`src/rtl/data_mem_readback.sv`:
```
`default_nettype none
// ============================================================================
// Module   : data_mem_readback
// Purpose  : After core_done, hold the core in test mode and stream a range of
//            data memory out as (address, word) pairs over valid/ready.
// Revision : 1.0 - initial release
// ============================================================================
module data_mem_readback #(
    parameter int ADDR_W = 16,
    parameter int DATA_W = 16,
    parameter int RD_LAT = 1
) (
    input  logic              clk,
    input  logic              clr,
    input  logic              start,
    input  logic              core_done,
    input  logic [ADDR_W-1:0] base_addr,
    input  logic [15:0]       count,
    output logic              mem_test_normal,
    output logic [ADDR_W-1:0] mem_rd_addr,
    input  logic [DATA_W-1:0] mem_rd_data,
    output logic              out_valid,
    input  logic              out_ready,
    output logic [ADDR_W-1:0] out_addr,
    output logic [DATA_W-1:0] out_data,
    output logic              busy,
    output logic              dump_done
);

    localparam logic [2:0] S_IDLE    = 3'd0;
    localparam logic [2:0] S_ISSUE   = 3'd1;
    localparam logic [2:0] S_WAIT    = 3'd2;
    localparam logic [2:0] S_PRESENT = 3'd3;
    localparam logic [2:0] S_FIN     = 3'd4;

    logic [2:0]        r_state;
    logic [ADDR_W-1:0] r_addr;
    logic [15:0]       r_rem;
    logic [ADDR_W-1:0] r_mem_rd_addr;
    logic              r_out_valid;
    logic [ADDR_W-1:0] r_out_addr;
    logic [DATA_W-1:0] r_out_data;
    logic              r_busy;
    logic              r_test_normal;
    logic              r_dump_done;

    logic [ADDR_W-1:0] w_addr_next;
    logic              w_accept;
    logic              w_last;

    assign w_addr_next = r_addr + {{(ADDR_W-1){1'b0}}, 1'b1};
    assign w_accept    = r_out_valid & out_ready;
    assign w_last      = (r_rem == 16'd1);

    always_ff @(posedge clk or posedge clr) begin
        if (clr) begin
            r_state       <= S_IDLE;
            r_addr        <= '0;
            r_rem         <= '0;
            r_mem_rd_addr <= '0;
            r_out_valid   <= 1'b0;
            r_out_addr    <= '0;
            r_out_data    <= '0;
            r_busy        <= 1'b0;
            r_test_normal <= 1'b0;
            r_dump_done   <= 1'b0;
        end else begin
            case (r_state)
                S_IDLE: begin
                    if (start && core_done) begin
                        r_addr        <= base_addr;
                        r_rem         <= count;
                        r_busy        <= 1'b1;
                        r_test_normal <= 1'b1;
                        if (count == 16'd0) begin
                            r_state <= S_FIN;
                        end else begin
                            r_state       <= S_ISSUE;
                            r_mem_rd_addr <= base_addr;
                        end
                    end
                end
                S_ISSUE: begin
                    // Combinational memory returns data in the same cycle as the address.
                    if (RD_LAT == 0) begin
                        r_out_data  <= mem_rd_data;
                        r_out_addr  <= r_addr;
                        r_out_valid <= 1'b1;
                        r_state     <= S_PRESENT;
                    end else begin
                        r_state <= S_WAIT;
                    end
                end
                S_WAIT: begin
                    r_out_data  <= mem_rd_data;
                    r_out_addr  <= r_addr;
                    r_out_valid <= 1'b1;
                    r_state     <= S_PRESENT;
                end
                S_PRESENT: begin
                    if (w_accept) begin
                        r_out_valid <= 1'b0;
                        r_addr      <= w_addr_next;
                        r_rem       <= r_rem - 16'd1;
                        if (w_last) begin
                            r_state     <= S_FIN;
                            r_dump_done <= 1'b1;
                        end else begin
                            r_state       <= S_ISSUE;
                            r_mem_rd_addr <= w_addr_next;
                        end
                    end
                end
                S_FIN: begin
                    // An empty dump arrives here without the pulse armed; raise it first.
                    if (!r_dump_done) begin
                        r_dump_done <= 1'b1;
                    end else begin
                        r_dump_done   <= 1'b0;
                        r_busy        <= 1'b0;
                        r_test_normal <= 1'b0;
                        r_state       <= S_IDLE;
                    end
                end
                default: r_state <= S_IDLE;
            endcase
        end
    end

    assign mem_test_normal = r_test_normal;
    assign mem_rd_addr     = r_mem_rd_addr;
    assign out_valid       = r_out_valid;
    assign out_addr        = r_out_addr;
    assign out_data        = r_out_data;
    assign busy            = r_busy;
    assign dump_done       = r_dump_done;

endmodule
`default_nettype wire

```
`config.mk`:
```
export PLATFORM = sky130hd
export DESIGN_NAME = data_mem_readback
export DESIGN_NICKNAME = d
export VERILOG_FILES = /design/src/rtl/data_mem_readback.sv
export SDC_FILE = /design/constraint.sdc
export NUM_CORES = 1
export LEC_CHECK = 0
export ABC_CLOCK_PERIOD_IN_PS = 2800
export CAP_MARGIN = 10
export CORE_UTILIZATION = 25
export CTS_BUF_LIST = sky130_fd_sc_hd__clkbuf_16
export CTS_CLUSTER_DIAMETER = 50
export CTS_CLUSTER_SIZE = 16
export DETAILED_ROUTE_END_ITERATION = 10
export SYNTH_ARGS = -nofsm -noshare
export SYNTH_HDL_FRONTEND = slang
export SYNTH_SLANG_ARGS = --single-unit
```
`constraint.sdc`:
```
create_clock -name clk -period 2.8 [get_ports clk]
set_input_delay 0.28 -clock clk [delete_from_list [all_inputs] [get_ports clk]]
set_output_delay 0.28 -clock clk [all_outputs]
set_load 0.01 [all_outputs]
```
==> flow_summary.ini <==
[run_status]
status = complete, no violations

[setup_path]
startpoint_type = register
cp-endpoint = mem_rd_addr[15]
cp-end-kind = register
rr_worst_depth = 5
cp.required_ps = 3080
crit_start = r_addr[3]
crit_fanout = 9
rr_startpoint = r_addr[3]
cpPeakStageDelay_ps = 580
crit_type = reg2reg
crit_slowest_cell = or4_4
path_cells = nand4_4 > or4_4 > or3_1 > a31oi_1 > mux2_2
worst-r2r-setup-slack_ps = 590
r2r_end = mem_rd_addr[15]
worstPathArrival_ps = 2490

[routing]
wl_per_cell_um = 15.9
vias_per_cell = 4.79
wl_mm = 11.7
first_iter_violations = 170
ant_nets = 0
dr.pass1.iters = 5
drc = 0
vias = 3518

[global_routing]
grt_max_degree = 44
overflow = 0
grtUsageTotal = 0.140
grt_pass1_wl_mm = 19.3
grt_pass1_vias = 3697
antenna_found_initial = 0

[die]
die_y_um = 133
num_rows = 47
ios = 105
die_w_um = 133
die_area_um2 = 17600
coreArea_um2 = 16600
start_util = 0.257

[min_path]
worstHoldPathType = in2async

[cts]
clkLatencyLatePin_ps = 340
cts_buffer_depth = 2
cts_tree = yes
hold_buffers = 0
htreeDepth = 3
post-cts-setup-buffer-count = 0
cts_resized = 0
clk_pin_slew_ps = 60
clock-sinks = 86
cts-root-buf = clkbuf_16
cts_buffers = 9

[sta]
worst_pin_slew_ps = 824
rsz0062_at_grt = no
slew_viol_final = 0
max_freq_mhz = 452
tns_ps = 0
skew_ps = 8.53
setup_violations = 0
hold_viol = 0
min_period_ps = 2210
timing.final.crit_share = 0.789
maxSlewHeadroom = 0.450

[placed_design]
io_buffer_count = 104
gp_congestion = 0.798
placed_area_um2 = 5620
place.detailed.hpwl_mm = 8.38

[synthesis]
netlist_instances = 406
syn_nets = 462
ys_ff_latch = 86
async_flop_share = 1.00
synth_area_per_cell_um2 = 10.5
syn_area_um2 = 4280
synth_flop_cell = dfrtp_1
synthDistinctLibCells = 47
yosys_warnings = 0
yosysSeqAreaShare = 0.503
synth-edff-count = 0

[power]
power_density_nw_per_um2 = 1040
ir_worst_vdd_mv = 0.547
p_leak_nw = 2.36

[final_layout]
nets = 566
drive_gt1_frac = 0.189
antenna-diode-count = 0
n_fill_cell = 1638
fin_area_um2 = 5930
regArea_um2 = 2150
area_delta_synth_final_pct = 38.8
multi_input_area_um2 = 2000

[flow_run]
cap_violations = 0
## worst min-delay path by stage
| stage | from | to |
|---|---|---|
| 2_1_floorplan | out_ready | r_state[1] |
| 3_3_place_gp | mem_rd_addr[11] | mem_rd_addr[11] |
| 3_5_place_dp | out_data[14] | out_data[14] |
| 4_1_cts | clr | out_data[12] |
| 5_1_grt | clr | out_data[12] |
| 6_report | clr | out_data[12] |
## cell usage in the layout (no fill, tap or decap), drive strengths merged, types with 3 or more instances in the layout
cell type	synthesis	routed
clkdlybuf4s50	0	104
dfrtp	86	86
mux2	57	57
nand2	34	34
a21oi	34	34
nor2	26	26
o21ai	26	26
buf	9	15
nand3	9	9
clkbuf	17	9
nor4	8	8
xnor2	8	8
nand4	8	8
inv	7	8
nor3	8	8
a31oi	7	7
o31ai	6	6
xor2	5	5
o22ai	5	5
o32ai	4	4
a2bb2oi	4	4
a21o	3	3
and3	3	3
o21a	3	3
ha	3	3
and2	3	3
clkinv	0	3
nor2b	3	3
## cells in the mapped netlist (all sizes together) (6+ instances only)
cell,count,area [um^2]
buf,9,51.3
inv,7,26.3
nor3,8,50.1
a21oi,34,170
nor4,8,50.1
nand4,8,65.1
o21ai,26,130
mux2,57,642
nor2,26,97.6
nand3,9,45.0
o31ai,6,45.0
xnor2,8,70.1
a31oi,7,43.8
nand2,34,128
dfrtp,86,2150
clkbuf,17,63.8
## cell families (layout without fill, tap and decap cells)
family / count (synthesis) / after routing / share of synthesized area
mux: 57 / 57 / 0.150
simple gates: 114 / 114 / 0.138
xor+xnor: 13 / 13 / 0.0266
compound gates: 100 / 100 / 0.140
fa+ha+maj: 3 / 3 / 0.00878
buf+inv: 33 / 141 / 0.0331
flops: 86 / 86 / 0.503
## power breakdown
part           switching [mW]  leakage, nW  internal, mW
sequential              0.507         1.05          1.79
clock                   0.490        0.157         0.776
combinational            1.19         1.15          1.42
total                    2.18         2.36          3.99
## per-layer routing
layer / up-vias / global-route usage / wire length, um
li1: 1683 / - / -
met1: 1730 / 0.168 / 5060
met2: 97 / 0.242 / 5850
met3: 8 / 0.0444 / 675
met4: 0 / 0.0345 / 123
met5: - / 0 / 0
## per-stage QoR
| stage | util | power, mW | instances | worst slack (ps) | hold WS (ps) |
|---|---|---|---|---|---|
| 6_report | 0.357 | 6.17 | 734 | 590 | 396 |
| 5_1_grt | 0.357 | 6.61 | 734 | 469 | 473 |
| 4_1_cts | 0.357 | 6.25 | 734 | 606 | 409 |
| 3_5_place_dp | 0.338 | 4.94 | 719 | 286 | 496 |
| 3_3_place_gp | 0.338 | 4.88 | 719 | 335 | 492 |
| 2_1_floorplan | - | 3.73 | 406 | 298 | 394 |
## flip-flops by register name, indices dropped and copies added (netlist names)
signal           cells
mem_test_normal      1
out_valid            1
r_rem               16
r_state              3
r_addr              16
out_addr            16
dump_done            1
out_data            16
mem_rd_addr         16
## area by class of cell
type | count | share of cell area
multi-input combinational | 287 | 0.337
timing repair buffer | 119 | 0.197
sequential | 86 | 0.363
clock inverter | 6 | 0.0145
clock buffer | 9 | 0.0380
inverter | 7 | 0.00464
tap | 220 | 0.0464
## critical path, delay by kind of cell, from the launching register on
| family | cells | cell delay [ps] |
|---|---|---|
| AO/OA/AOI/OAI | 1 | 260 |
| AND/OR/NAND/NOR | 3 | 1150 |
| multiplexers | 1 | 200 |
| flip-flops | 1 | 540 |
No activity file was read; power rests on OpenSTA's default activity.
